$ cat src/rtl/drca_issue_ctrl.sv
// Issue/capture controller for the DRCA dynamic ripple-carry adder.
// Waits a data-dependent number of cycles set by the longest propagate run.
module drca_issue_ctrl #(
  parameter int N            = 16,
  parameter int BITS_PER_CYC = 4,
  parameter int CNT_W        = 32,
  localparam int CW = $clog2(N / BITS_PER_CYC + 2),
  localparam int LW = $clog2(N + 1)
) (
  input  logic             clk,
  input  logic             rst_n,
  input  logic             in_valid,
  output logic             in_ready,
  input  logic [N-1:0]     in_A,
  input  logic [N-1:0]     in_B,
  input  logic             in_Cin,
  output logic             add_enable,
  output logic [N-1:0]     add_A,
  output logic [N-1:0]     add_B,
  output logic             add_Cin,
  input  logic [N-1:0]     add_S,
  input  logic             add_Cout,
  output logic             out_valid,
  input  logic             out_ready,
  output logic [N:0]       out_sum,
  output logic [CW-1:0]    out_cycles,
  output logic [CNT_W-1:0] busy_total,
  output logic [CNT_W-1:0] ops_done
);

  typedef enum logic [1:0] {
    IDLE,
    EVAL,
    DONE
  } state_t;

  state_t        state;
  logic [CW-1:0] cnt;
  logic [CW-1:0] w_q;
  logic [N-1:0]  prop;
  logic [LW-1:0] run;
  logic [LW-1:0] best;
  logic [CW-1:0] w_calc;

  // Longest run of propagate bits bounds the ripple distance.
  always_comb begin
    prop = in_A ^ in_B;
    run  = '0;
    best = '0;
    for (int i = 0; i < N; i++) begin
      if (prop[i]) run = run + LW'(1);
      else         run = '0;
      if (run > best) best = run;
    end
    w_calc = CW'(best / LW'(BITS_PER_CYC)) + CW'(1);
  end

  always_ff @(posedge clk or negedge rst_n) begin
    if (!rst_n) begin
      state      <= IDLE;
      in_ready   <= 1'b1;
      add_enable <= 1'b0;
      add_A      <= '0;
      add_B      <= '0;
      add_Cin    <= 1'b0;
      out_valid  <= 1'b0;
      out_sum    <= '0;
      out_cycles <= '0;
      busy_total <= '0;
      ops_done   <= '0;
      cnt        <= '0;
      w_q        <= '0;
    end else begin
      unique case (state)
        IDLE: begin
          if (in_valid) begin
            add_A      <= in_A;
            add_B      <= in_B;
            add_Cin    <= in_Cin;
            cnt        <= w_calc;
            w_q        <= w_calc;
            in_ready   <= 1'b0;
            add_enable <= 1'b1;
            state      <= EVAL;
          end
        end
        EVAL: begin
          cnt <= cnt - CW'(1);
          if (~&busy_total)
            busy_total <= busy_total + CNT_W'(1);
          if (cnt == CW'(1)) begin
            out_sum    <= {add_Cout, add_S};
            out_cycles <= w_q;
            out_valid  <= 1'b1;
            add_enable <= 1'b0;
            state      <= DONE;
          end
        end
        DONE: begin
          if (out_ready) begin
            if (~&ops_done)
              ops_done <= ops_done + CNT_W'(1);
            out_valid <= 1'b0;
            in_ready  <= 1'b1;
            state     <= IDLE;
          end
        end
        default: state <= IDLE;
      endcase
    end
  end

endmodule
$ cat config.mk
export PLATFORM = sky130hd
export DESIGN_NAME = drca_issue_ctrl
export DESIGN_NICKNAME = d
export VERILOG_FILES = /design/src/rtl/drca_issue_ctrl.sv
export SDC_FILE = /design/constraint.sdc
export NUM_CORES = 1
export LEC_CHECK = 0
export BUFFER_PORTS_ARGS = -buffer_cell sky130_fd_sc_hd__buf_4
export CAP_MARGIN = 20
export CELL_PAD_IN_SITES_DETAIL_PLACEMENT = 1
export CELL_PAD_IN_SITES_GLOBAL_PLACEMENT = 1
export CORE_MARGIN = 5
export CORE_UTILIZATION = 33
export DETAILED_ROUTE_END_ITERATION = 10
export PLACE_DENSITY = 0.64
export SETUP_SLACK_MARGIN = 0.1
export SYNTH_ARGS = -nofsm -noshare
export SYNTH_HDL_FRONTEND = slang
export SYNTH_SLANG_ARGS = --single-unit
$ cat constraint.sdc
create_clock -name clk -period 6.42 [get_ports clk]
set_clock_uncertainty 0.1 [all_clocks]
set_input_delay 0.321 -clock clk [delete_from_list [all_inputs] [get_ports clk]]
set_output_delay 0.321 -clock clk [all_outputs]
set_load 0.02 [all_outputs]
======== Word-level counts from Yosys, hierarchy flattened ========
Index checks and enable logic that the tools add are counted.
word-level totals
  flip-flop bits (word level) ............. 128
  latch bits .............................. 0
  bits in writable memories ............... 0
  memory bits (read-only) ................. 0
  bits of input ports ..................... 54
  output and inout port bits .............. 120
  memories kept ........................... 0
cells by class
  add/subtract/negate cells ............... 19
  multipliers ............................. 0
  div/mod/pow operators ................... 0
  $lt $le $gt $ge ......................... 16
  equality and inequality tests ........... 6
  shifts and indexed selects .............. 0
  muxes and demuxes ....................... 47
  bitwise operators ....................... 3
  reductions and logical operators ........ 15
operator list
  cell                                                           number
  2-to-1 mux 5 bit                                               30
  adder 5 x 1 -> 5 bit, second input constant                    15
  greater-than comparator 5 bit                                  15
  adder 32 x 1 -> 32 bit, second input constant                  2
  AND reduction 32 bit                                           2
  XOR 16 bit                                                     1
  AND reduction 3 bit                                            5
  2-to-1 mux 1 bit                                               8
  AND reduction 2 bit                                            4
  2-to-1 mux 2 bit                                               3
  != test 2 bit, second input constant                           3
  case mux 1 bit (2 select lines)                                3
  case mux 2 bit (3 select lines)                                1
  case mux 3 bit (2 select lines)                                1
  nonzero test 2 bit                                             3
  greater-than comparator 5 x 1 -> 1 bit, second input constant  1
  adder 3 x 1 -> 3 bit, second input constant                    1
  equality test 3 x 1 -> 1 bit, second input constant            1
  2-to-1 mux 3 bit                                               1
  subtractor 3 x 1 -> 3 bit, second input constant               1
  equality test 2 x 1 -> 1 bit, second input constant            1
  equality test 2 bit, second input constant                     1
  zero test 2 bit                                                1
  NOT 1 bit                                                      2

======== Logic depth before layout (Yosys ltp) ========
Gate-level depths: netlist (run 1).
  depth in word-level cells ............... 37
  depth in mapped cells ................... 120
  depth with buffers taken out ............ 120

======== Worst setup path after synthesis (run 1) ========
Ideal clock, no wire load.
  path type ............................... input-to-reg
  start ................................... input port in_B[0]
  end ..................................... register cnt[2]
  data arrival time ....................... 20.342 ns
  required time ........................... 6.175 ns
  setup slack ............................. -14.167 ns
  stages on the path ...................... 112
  buffers on the path ..................... 0
  cells stage by stage .................... xnor2_1 > ha_1 > nor2_1 > ha_1 > nand2b_1 > nor4_2 > o21a_1 > ha_1 > a32oi_1 > mux2_2 > ha_1 > nor2b_1 > o21ai_0 > nand2b_1 > a21oi_1 > a41o_1 > mux2_2 > ha_1 > [76 not listed] > o21ai_0 > and2_1 > a31oi_1 > mux2_2 > ha_1 > nor2b_1 > o21a_1 > o21ai_0 > nand2b_1 > a21oi_1 > a31oi_1 > mux2i_1 > ha_1 > nand3_1 > nor2_1 > mux2i_1 > o211ai_1 > a211oi_1
between the ends
  word-level cells in the longest chain between the ends .. 37
  elaborated cells between the ends (all ways) .. 67
  those cells by class .................... add/sub (16); order compare (16); mux (34); bitwise (1)
ends and longest elaborated chain
  element                                                                         line    source
  from (decl)                                                                     15      input logic [N-1:0] in_B,
  XOR 16 bit (*)                                                                  47      prop = in_A ^ in_B;
  2-to-1 mux 1 bit (*)                                                            51      if (prop[i]) run = run + LW'(1);
  adder 5 x 1 -> 5 bit or greater-than comparator 5 x 1 -> 1 bit (tied branches)  51, 53
  2-to-1 mux 5 bit or 2-to-1 mux 1 bit (tied branches)                            51, 53
  adder 5 x 1 -> 5 bit or greater-than comparator 5 bit (tied branches)           51, 53
  2-to-1 mux 5 bit (on tied branches)                                             51, 53
  adder 5 x 1 -> 5 bit or greater-than comparator 5 bit (tied branches)           51, 53
  2-to-1 mux 5 bit (on tied branches)                                             51, 53
  [21 not listed]                                                                 --
  2-to-1 mux 5 bit (on tied branches)                                             51, 53
  adder 5 x 1 -> 5 bit or greater-than comparator 5 bit (tied branches)           51, 53
  2-to-1 mux 5 bit (on tied branches)                                             51, 53
  greater-than comparator 5 bit                                                   53      if (run > best) best = run;
  2-to-1 mux 5 bit (*)                                                            53
  adder 3 x 1 -> 3 bit (*)                                                        55      w_calc = CW'(best / LW'(BITS_PER_CYC)) + CW'(1);
  2-to-1 mux 3 bit (*)                                                            76      if (in_valid) begin
  case mux 3 bit (2 select lines) (*)                                             74      unique case (state)
  to (signal assigned)                                                            80      cnt <= w_calc;
  to (signal assigned)                                                            88      cnt <= cnt - CW'(1);
  to (decl)                                                                       38      logic [CW-1:0] cnt;
Mark *: on every way between the ends. The rest lies on a longest branch, timed or not. The select of a mux whose other input is x is not followed.
A chain may end at the register's enable or synchronous reset.

======== Final worst setup path (run 1) ========
  start ................................... input port in_B[1]
  end ..................................... register cnt[2]
between the ends
  word-level cells in the longest chain between the ends .. 35
  elaborated cells between the ends (all ways) .. 63
  those cells by class .................... add/sub (15); order compare (15); mux (32); bitwise (1)
ends and longest elaborated chain
  element                                                                line
  XOR 16 bit (*)                                                         47
  2-to-1 mux 5 bit (*)                                                   51
  adder 5 x 1 -> 5 bit or greater-than comparator 5 bit (tied branches)  51, 53
  2-to-1 mux 5 bit (on tied branches)                                    51, 53
  adder 5 x 1 -> 5 bit or greater-than comparator 5 bit (tied branches)  51, 53
  2-to-1 mux 5 bit (on tied branches)                                    51, 53
  adder 5 x 1 -> 5 bit or greater-than comparator 5 bit (tied branches)  51, 53
  2-to-1 mux 5 bit (on tied branches)                                    51, 53
  [19 not listed]                                                        --
  2-to-1 mux 5 bit (on tied branches)                                    51, 53
  adder 5 x 1 -> 5 bit or greater-than comparator 5 bit (tied branches)  51, 53
  2-to-1 mux 5 bit (on tied branches)                                    51, 53
  greater-than comparator 5 bit                                          53
  2-to-1 mux 5 bit (*)                                                   53
  adder 3 x 1 -> 3 bit (*)                                               55
  2-to-1 mux 3 bit (*)                                                   76
  case mux 3 bit (2 select lines) (*)                                    74
Marked as above.

==> results of run 1 <==
-- metal layers --
layer  vias to the layer above  GRT usage, %
met3                        41          2.73
met5                         -             0
met2                       177          38.5
met4                         0          5.26
met1                      4860          24.9
li1                       4776             -
-- state kept, by name, indices dropped and copies added (netlist names) --
signal / count
add_B: 16
out_sum: 17
state: 2
out_cycles: 3
ops_done: 32
out_valid: 1
busy_total: 32
cnt: 3
add_enable: 1
add_Cin: 1
add_A: 16
w_q: 3
in_ready: 1
-- timing repair --
item | in CTS | in global routing
pin swaps | 33 | 25
endpoints found under the setup margin | 6 | 6
gates resized for setup | 54 | 35
hold endpoints to repair | 71 | 0
setup buffers | 32 | 8
hold buffers | 12 | 0
-- worst paths after layout --
check | start | end | cells after the start
worst max-delay path | in_B[1] | cnt[2] | 119
worst min-delay path | add_S[8] | out_sum[8] | 2
worst min register to register | add_A[5] | add_A[5] | 2
min in group asynchronous | rst_n | ops_done[23] | 2
max in group asynchronous | rst_n | ops_done[28] | 3
worst max register to register | busy_total[6] | busy_total[25] | 13
-- cell type report --
| cell class | count | share of cell area [%] |
|---|---|---|
| multi-input combinational | 887 | 45.6 |
| sequential | 128 | 21.1 |
| timing repair buffer | 488 | 24.7 |
| tap | 384 | 3.17 |
| antenna | 1 | 0.0165 |
| clock inverter | 14 | 1.19 |
| clock buffer | 17 | 2.80 |
| inverter | 57 | 1.41 |
-- layout by cell type (no fill, tap or decap), types with 8 or more instances in the layout --
master                          synthesis  layout
sky130_fd_sc_hd__inv_1                 55      51
sky130_fd_sc_hd__nand4_1               13      13
sky130_fd_sc_hd__a21oi_1               34      26
sky130_fd_sc_hd__nor2b_4                0      13
sky130_fd_sc_hd__nor4_1                 8       8
sky130_fd_sc_hd__ha_4                   0      21
sky130_fd_sc_hd__dfrtp_1              127     127
sky130_fd_sc_hd__dlygate4sd3_1          0      12
sky130_fd_sc_hd__and3_1                22      22
sky130_fd_sc_hd__clkbuf_16              0      17
sky130_fd_sc_hd__and4_1                 8       8
sky130_fd_sc_hd__nand3_1               41      40
sky130_fd_sc_hd__mux2_4                 0      10
sky130_fd_sc_hd__o21ai_0               29      15
sky130_fd_sc_hd__nand2_1              202     201
sky130_fd_sc_hd__nor3_1                15      14
sky130_fd_sc_hd__mux2_2                46      36
sky130_fd_sc_hd__a21oi_2                0       8
sky130_fd_sc_hd__xor2_1                33      32
sky130_fd_sc_hd__and2_1                18      17
sky130_fd_sc_hd__buf_6                  0      11
sky130_fd_sc_hd__nand2b_1              19      17
sky130_fd_sc_hd__nor2b_1               21       8
sky130_fd_sc_hd__o21ai_2                1      10
sky130_fd_sc_hd__xnor2_1               74      71
sky130_fd_sc_hd__ha_1                  83      56
sky130_fd_sc_hd__o21a_1                30      29
sky130_fd_sc_hd__buf_4                  0     463
sky130_fd_sc_hd__nor2_1                67      63
sky130_fd_sc_hd__mux2i_1               29      21
-- worst max-delay path: cells and delay by family --
family,cells,cell delay [ns]
simple gates,26,2.61
xor+xnor,1,0.21
mux,11,3.34
fa+ha+maj,15,3.54
compound gates,57,8.39
buf+inv,9,1.07
-- cell families (layout without fill, tap and decap cells) --
logic type | Yosys count | in the layout | synth area share (%)
other | 1 | 3 | 0.0391
muxes | 78 | 78 | 8.91
AOI/OAI and AO/OA | 151 | 151 | 10.5
adders and majority gates | 83 | 83 | 10.8
and+or+nand+nor | 466 | 466 | 23.5
DFF | 128 | 128 | 33.4
buffers and inverters | 80 | 576 | 3.13
xor gates and xnor gates | 107 | 107 | 9.76
-- per-stage QoR --
step                      TNS [ns]  hold WS [ns]  cell area, um2  util (%)  instances
final                       -75.56        0.0151           15200      52.9       1976
after global routing        -81.87       0.00487           15200      52.9       1976
after CTS                   -72.62       0.00116           14900      51.9       1966
after detailed placement    -78.09         0.241           13700      47.6       1891
after global placement      -72.54         0.241           13700      47.6       1891
after floorplan             -72.61       -0.0746            9980         -       1095
==> impl_metrics.xml, run 1 <==
<?xml version="1.0" encoding="UTF-8"?>
<metrics>
  <group name="setup_path">
    <metric name="worst_path_max_delay_cell" unit="">sky130_fd_sc_hd__a211oi_2</metric>
    <metric name="timing.critical_path.to_type" unit="">flop</metric>
    <metric name="path_max_fanout" unit="">7</metric>
    <metric name="crit_path_max_incr_delay" unit="ns">0.35</metric>
    <metric name="crit_path_frequent_cell" unit="">sky130_fd_sc_hd__o21a_1</metric>
    <metric name="regToRegSetupSlack" unit="ns">2.52</metric>
    <metric name="setup.worst_path.class" unit="">in -&gt; reg</metric>
    <metric name="crit_required" unit="ns">6.66</metric>
    <metric name="worst-endpoint-arrival" unit="ns">19.48</metric>
    <metric name="startpoint_type_of_the_worst_setup_path" unit="">primary input</metric>
  </group>
  <group name="synth">
    <metric name="synth.yosys.warnings" unit="">0</metric>
    <metric name="ys_top_cells_by_area" unit="">sky130_fd_sc_hd__dfrtp_1 (33%), sky130_fd_sc_hd__ha_1 (11%), sky130_fd_sc_hd__nand2_1 (7.9%)</metric>
    <metric name="synth.most_common_cell" unit="">sky130_fd_sc_hd__nand2_1</metric>
    <metric name="yosysUniqueCellTypes" unit="">71</metric>
    <metric name="synth.top_cell.area_share" unit="%">33.1</metric>
    <metric name="synth_edf_count" unit="">0</metric>
    <metric name="synth.ff_latch_count" unit="">128</metric>
    <metric name="synthesis.instances" unit="">1094</metric>
    <metric name="post_synth_top_cells" unit="">sky130_fd_sc_hd__nand2_1 (202), sky130_fd_sc_hd__dfrtp_1 (127), sky130_fd_sc_hd__ha_1 (83)</metric>
    <metric name="yosysSeqAreaShare" unit="%">33.4</metric>
    <metric name="yosys_most_used_dff" unit="">sky130_fd_sc_hd__dfrtp_1</metric>
    <metric name="syn_avg_cell_area" unit="um2">8.78</metric>
    <metric name="ys_async_sr_fraction" unit="%">100</metric>
    <metric name="synth.largest_area_cell" unit="">sky130_fd_sc_hd__dfrtp_1</metric>
    <metric name="synth_area" unit="um2">9600</metric>
  </group>
  <group name="place">
    <metric name="finalWeightedCongestion" unit="">0.825</metric>
    <metric name="place_hpwl" unit="um">25600</metric>
    <metric name="place_worst_setup_slack" unit="ns">-13.26</metric>
    <metric name="buffer_ports.inserted" unit="">173</metric>
  </group>
  <group name="layout">
    <metric name="register_area" unit="um2">3200</metric>
    <metric name="area_growth_syn_to_layout" unit="%">58.0</metric>
    <metric name="layout-drive-gt1-share" unit="%">41.9</metric>
    <metric name="finalNetCount" unit="">1716</metric>
    <metric name="fillers" unit="">3373</metric>
    <metric name="multi_input_comb_area" unit="um2">6920</metric>
  </group>
  <group name="sta">
    <metric name="timing.final.crit_period" unit="ns">19.24</metric>
    <metric name="timing.final.crit_share" unit="%">300</metric>
    <metric name="fmax" unit="GHz">0.0520</metric>
    <metric name="grt_setup_unrepaired" unit="">true</metric>
    <metric name="setup_viol" unit="">6</metric>
    <metric name="max_slew_margin" unit="%">28.1</metric>
    <metric name="hold_viol_final" unit="">0</metric>
    <metric name="report.final.slew_viol_count" unit="">0</metric>
    <metric name="post-route-worst-setup-slack" unit="ns">-12.82</metric>
    <metric name="worst-slew-pin-transition" unit="ns">1.08</metric>
  </group>
  <group name="clock_network">
    <metric name="cts_tree" unit="">done</metric>
    <metric name="tritoncts_num_sinks" unit="">128</metric>
    <metric name="insertion_delay" unit="ns">0.43</metric>
    <metric name="ctsRootBufferMaster" unit="">sky130_fd_sc_hd__clkbuf_16</metric>
    <metric name="clock_path_buffers" unit="">2</metric>
    <metric name="htreeDepth" unit="">4</metric>
    <metric name="cts-buffers-inserted" unit="">17</metric>
    <metric name="clk_transition_reported_paths" unit="ns">0.06</metric>
  </group>
  <group name="drt">
    <metric name="route.detailed.vias_per_inst" unit="">4.99</metric>
    <metric name="wire_per_inst" unit="um">17.4</metric>
    <metric name="detail_route.wirelength.met1" unit="um">14600</metric>
    <metric name="length_of_routed_met3_wiring" unit="um">976</metric>
    <metric name="postRouteWirelength" unit="um">34400</metric>
    <metric name="drt_iter0_drc" unit="">326</metric>
    <metric name="vias" unit="">9854</metric>
    <metric name="top_layer_used" unit="">met4</metric>
    <metric name="routed-wl-met2" unit="um">18200</metric>
    <metric name="first_pass_iteration_count_of_the_detailed_router" unit="">4</metric>
    <metric name="drc" unit="">0</metric>
    <metric name="antenna_left" unit="">0</metric>
  </group>
  <group name="grt">
    <metric name="first_global_vias" unit="">10800</metric>
    <metric name="gr-total-overflow" unit="">0</metric>
    <metric name="initial_antenna_violation_count" unit="">2</metric>
    <metric name="grt_max_degree" unit="">69</metric>
    <metric name="grt_pass1_wl" unit="um">55100</metric>
    <metric name="track_usage" unit="%">20.6</metric>
  </group>
  <group name="die">
    <metric name="die_width" unit="um">181</metric>
    <metric name="core" unit="um2">28700</metric>
    <metric name="placementRows" unit="">62</metric>
    <metric name="floorplan.io_pins" unit="">174</metric>
    <metric name="die-height" unit="um">181</metric>
    <metric name="die_outline_area" unit="um2">32600</metric>
    <metric name="initial_utilization" unit="%">33.5</metric>
  </group>
  <group name="run_status">
    <metric name="failed_checks" unit="">setup timing</metric>
    <metric name="run_status" unit="">complete, but fails checks</metric>
  </group>
  <group name="job">
    <metric name="max_cap_violations" unit="">0</metric>
  </group>
  <group name="min_path">
    <metric name="hp-class" unit="">in -&gt; reg</metric>
  </group>
</metrics>
Power of run 1 is left out: the tool's default activity adds up to more than one toggle a clock period on the data nets, which glitch-free logic cannot reach.
==> inputs of run 2 (changes only) <==
Settings changed: CELL_PAD_IN_SITES_DETAIL_PLACEMENT 1 to 0, TNS_END_PERCENT from default to 1.
==> impl_metrics.xml, run 2 (synthesized netlist as in run 1, its figures left out) <==
<?xml version="1.0" encoding="UTF-8"?>
<metrics>
  <group name="run_status">
    <metric name="run_status" unit="">complete, but fails checks</metric>
    <metric name="failed_checks" unit="">setup timing</metric>
  </group>
  <group name="setup_path">
    <metric name="path_max_fanout" unit="">8</metric>
    <metric name="crit_path_max_incr_delay" unit="ns">0.36</metric>
    <metric name="timing.critical_path.to_type" unit="">flop</metric>
    <metric name="worst_path_max_delay_cell" unit="">sky130_fd_sc_hd__mux2_4</metric>
    <metric name="startpoint_type_of_the_worst_setup_path" unit="">primary input</metric>
    <metric name="critical_path.reg2reg.startpoint" unit="">busy_total[6]</metric>
    <metric name="cpLargestDelayFamily" unit="">compound AO/OA/AOI/OAI gates</metric>
    <metric name="crit_required" unit="ns">6.56</metric>
    <metric name="worst-endpoint-arrival" unit="ns">18.82</metric>
    <metric name="worst-path-buf-inv" unit="">9</metric>
    <metric name="critical_path.startpoint" unit="">in_A[1]</metric>
    <metric name="crit_path_frequent_cell" unit="">sky130_fd_sc_hd__o21a_1</metric>
    <metric name="setup.worst_path.class" unit="">in -&gt; reg</metric>
  </group>
  <group name="sta">
    <metric name="fmax" unit="GHz">0.0535</metric>
    <metric name="post-route-worst-setup-slack" unit="ns">-12.26</metric>
    <metric name="timing.final.crit_period" unit="ns">18.68</metric>
    <metric name="finalHoldWorstSlack" unit="ns">0.0241</metric>
    <metric name="report.final.slew_viol_count" unit="">0</metric>
    <metric name="worst-slew-pin-transition" unit="ns">1.03</metric>
    <metric name="grt_setup_unrepaired" unit="">true</metric>
    <metric name="timing.final.crit_share" unit="%">291</metric>
    <metric name="hold_viol_final" unit="">0</metric>
    <metric name="finalSetupTns" unit="ns">-71.96</metric>
    <metric name="max_slew_margin" unit="%">31.2</metric>
    <metric name="setup_viol" unit="">6</metric>
  </group>
  <group name="grt">
    <metric name="grt_pass1_wl" unit="um">46900</metric>
    <metric name="track_usage" unit="%">17.2</metric>
    <metric name="gr-total-overflow" unit="">0</metric>
    <metric name="grt_max_degree" unit="">73</metric>
    <metric name="initial_antenna_violation_count" unit="">1</metric>
    <metric name="first_global_vias" unit="">9407</metric>
  </group>
  <group name="drt">
    <metric name="drt_iter0_drc" unit="">289</metric>
    <metric name="route.detailed.vias_per_inst" unit="">4.70</metric>
    <metric name="wire_per_inst" unit="um">14.6</metric>
    <metric name="vias" unit="">9117</metric>
    <metric name="postRouteWirelength" unit="um">28300</metric>
    <metric name="antenna_left" unit="">0</metric>
    <metric name="first_pass_iteration_count_of_the_detailed_router" unit="">6</metric>
    <metric name="drc" unit="">0</metric>
  </group>
  <group name="min_path">
    <metric name="worst_hold_startpoint" unit="">in_B[9]</metric>
    <metric name="hp-class" unit="">in -&gt; reg</metric>
  </group>
  <group name="place">
    <metric name="dpl.cell_count" unit="">1881</metric>
    <metric name="place_hpwl" unit="um">22400</metric>
    <metric name="finalWeightedCongestion" unit="">0.824</metric>
    <metric name="buffer_ports.inserted" unit="">173</metric>
  </group>
  <group name="layout">
    <metric name="final_cell_mix" unit="">sky130_fd_sc_hd__buf_4 (440), sky130_fd_sc_hd__nand2_1 (202), sky130_fd_sc_hd__dfrtp_1 (127)</metric>
    <metric name="area_growth_syn_to_layout" unit="%">52.0</metric>
    <metric name="register_area" unit="um2">3200</metric>
    <metric name="finalNetCount" unit="">1679</metric>
    <metric name="layout-drive-gt1-share" unit="%">39.0</metric>
    <metric name="fillers" unit="">2718</metric>
    <metric name="finish.cell_count_without_fillers" unit="">1940</metric>
    <metric name="largestRegisters" unit="">busy_total (32), ops_done (32), out_sum (17)</metric>
    <metric name="fraction_of_the_core_area_covered_by_cells_at_the_end_of_the_flow" unit="%">50.8</metric>
    <metric name="layout.cells.most_common" unit="">sky130_fd_sc_hd__buf_4</metric>
    <metric name="multi_input_comb_area" unit="um2">6630</metric>
  </group>
  <group name="clock_network">
    <metric name="clock_path_buffers" unit="">2</metric>
    <metric name="htreeDepth" unit="">4</metric>
    <metric name="cts_tree" unit="">done</metric>
    <metric name="clk_transition_reported_paths" unit="ns">0.08</metric>
    <metric name="ctsRootBufferMaster" unit="">sky130_fd_sc_hd__clkbuf_16</metric>
    <metric name="insertion_delay" unit="ns">0.41</metric>
    <metric name="tritoncts_num_sinks" unit="">128</metric>
    <metric name="cts-buffers-inserted" unit="">17</metric>
  </group>
  <group name="die">
    <metric name="core" unit="um2">28700</metric>
    <metric name="die-height" unit="um">181</metric>
    <metric name="die_outline_area" unit="um2">32600</metric>
    <metric name="initial_utilization" unit="%">33.5</metric>
    <metric name="die_width" unit="um">181</metric>
    <metric name="placementRows" unit="">62</metric>
    <metric name="floorplan.io_pins" unit="">174</metric>
  </group>
  <group name="job">
    <metric name="max_cap_violations" unit="">0</metric>
  </group>
</metrics>
[run 2: cell types whose count changed in the layout (fill, tap and decap cells not counted), sizes merged]
| cell | change |
|---|---|
| bufinv | +1 |
| clkbuf | +1 |
| inv | -1 |
| dlygate4sd3 | -8 |
| buf | -29 |
[run 2: worst min-delay path: cells and delay by family]
family / cells / cell delay [ns]
buffers and inverters: 1 / 0.11
and+or+nand+nor: 2 / 0.09
[run 2: per-stage QoR]
stage          instance area (um2)  setup slack [ns]
2_1_floorplan                 9960            -12.36
3_3_place_gp                 13600            -12.44
3_5_place_dp                 13600            -12.98
4_1_cts                      14400            -12.43
5_1_grt                      14600            -13.32
6_report                     14600            -12.26
[run 2: metal layers]
layer	vias to the layer above	part of all wire, %	track usage (%)
li1	4712	-	-
met1	4254	48	22.9
met2	138	48	30.0
met3	13	3.0	2.66
met4	0	0.96	3.27
met5	-	0	0
[run 2: layout make-up]
type	instances	area share, %
clock buffer	18	3.01
tap	384	3.29
timing repair buffer	451	23.5
sequential	128	22.0
clock inverter	14	1.40
antenna	1	0.0171
multi-input combinational	887	45.4
inverter	57	1.47
[run 2: worst paths after layout]
kind | slack, ns | endpoint | depth (start not counted)
setup / recovery | -12.26 | cnt[2] | 116
hold / removal | 0.02 | add_B[9] | 3
setup reg to reg | 2.68 | busy_total[25] | 13
hold reg to reg | 0.37 | add_A[3] | 2
max in group asynchronous | 4.52 | add_B[0] | 3
min in group asynchronous | 0.34 | ops_done[25] | 2
[run 2: repair_timing]
item,in CTS,in global routing
endpoints found under the setup margin,6,6
pin swaps,26,28
hold buffers,4,0
setup buffers,16,5
resized for setup,14,30
endpoints found under the hold margin,59,0
Power of run 2 is left out for the same reason.
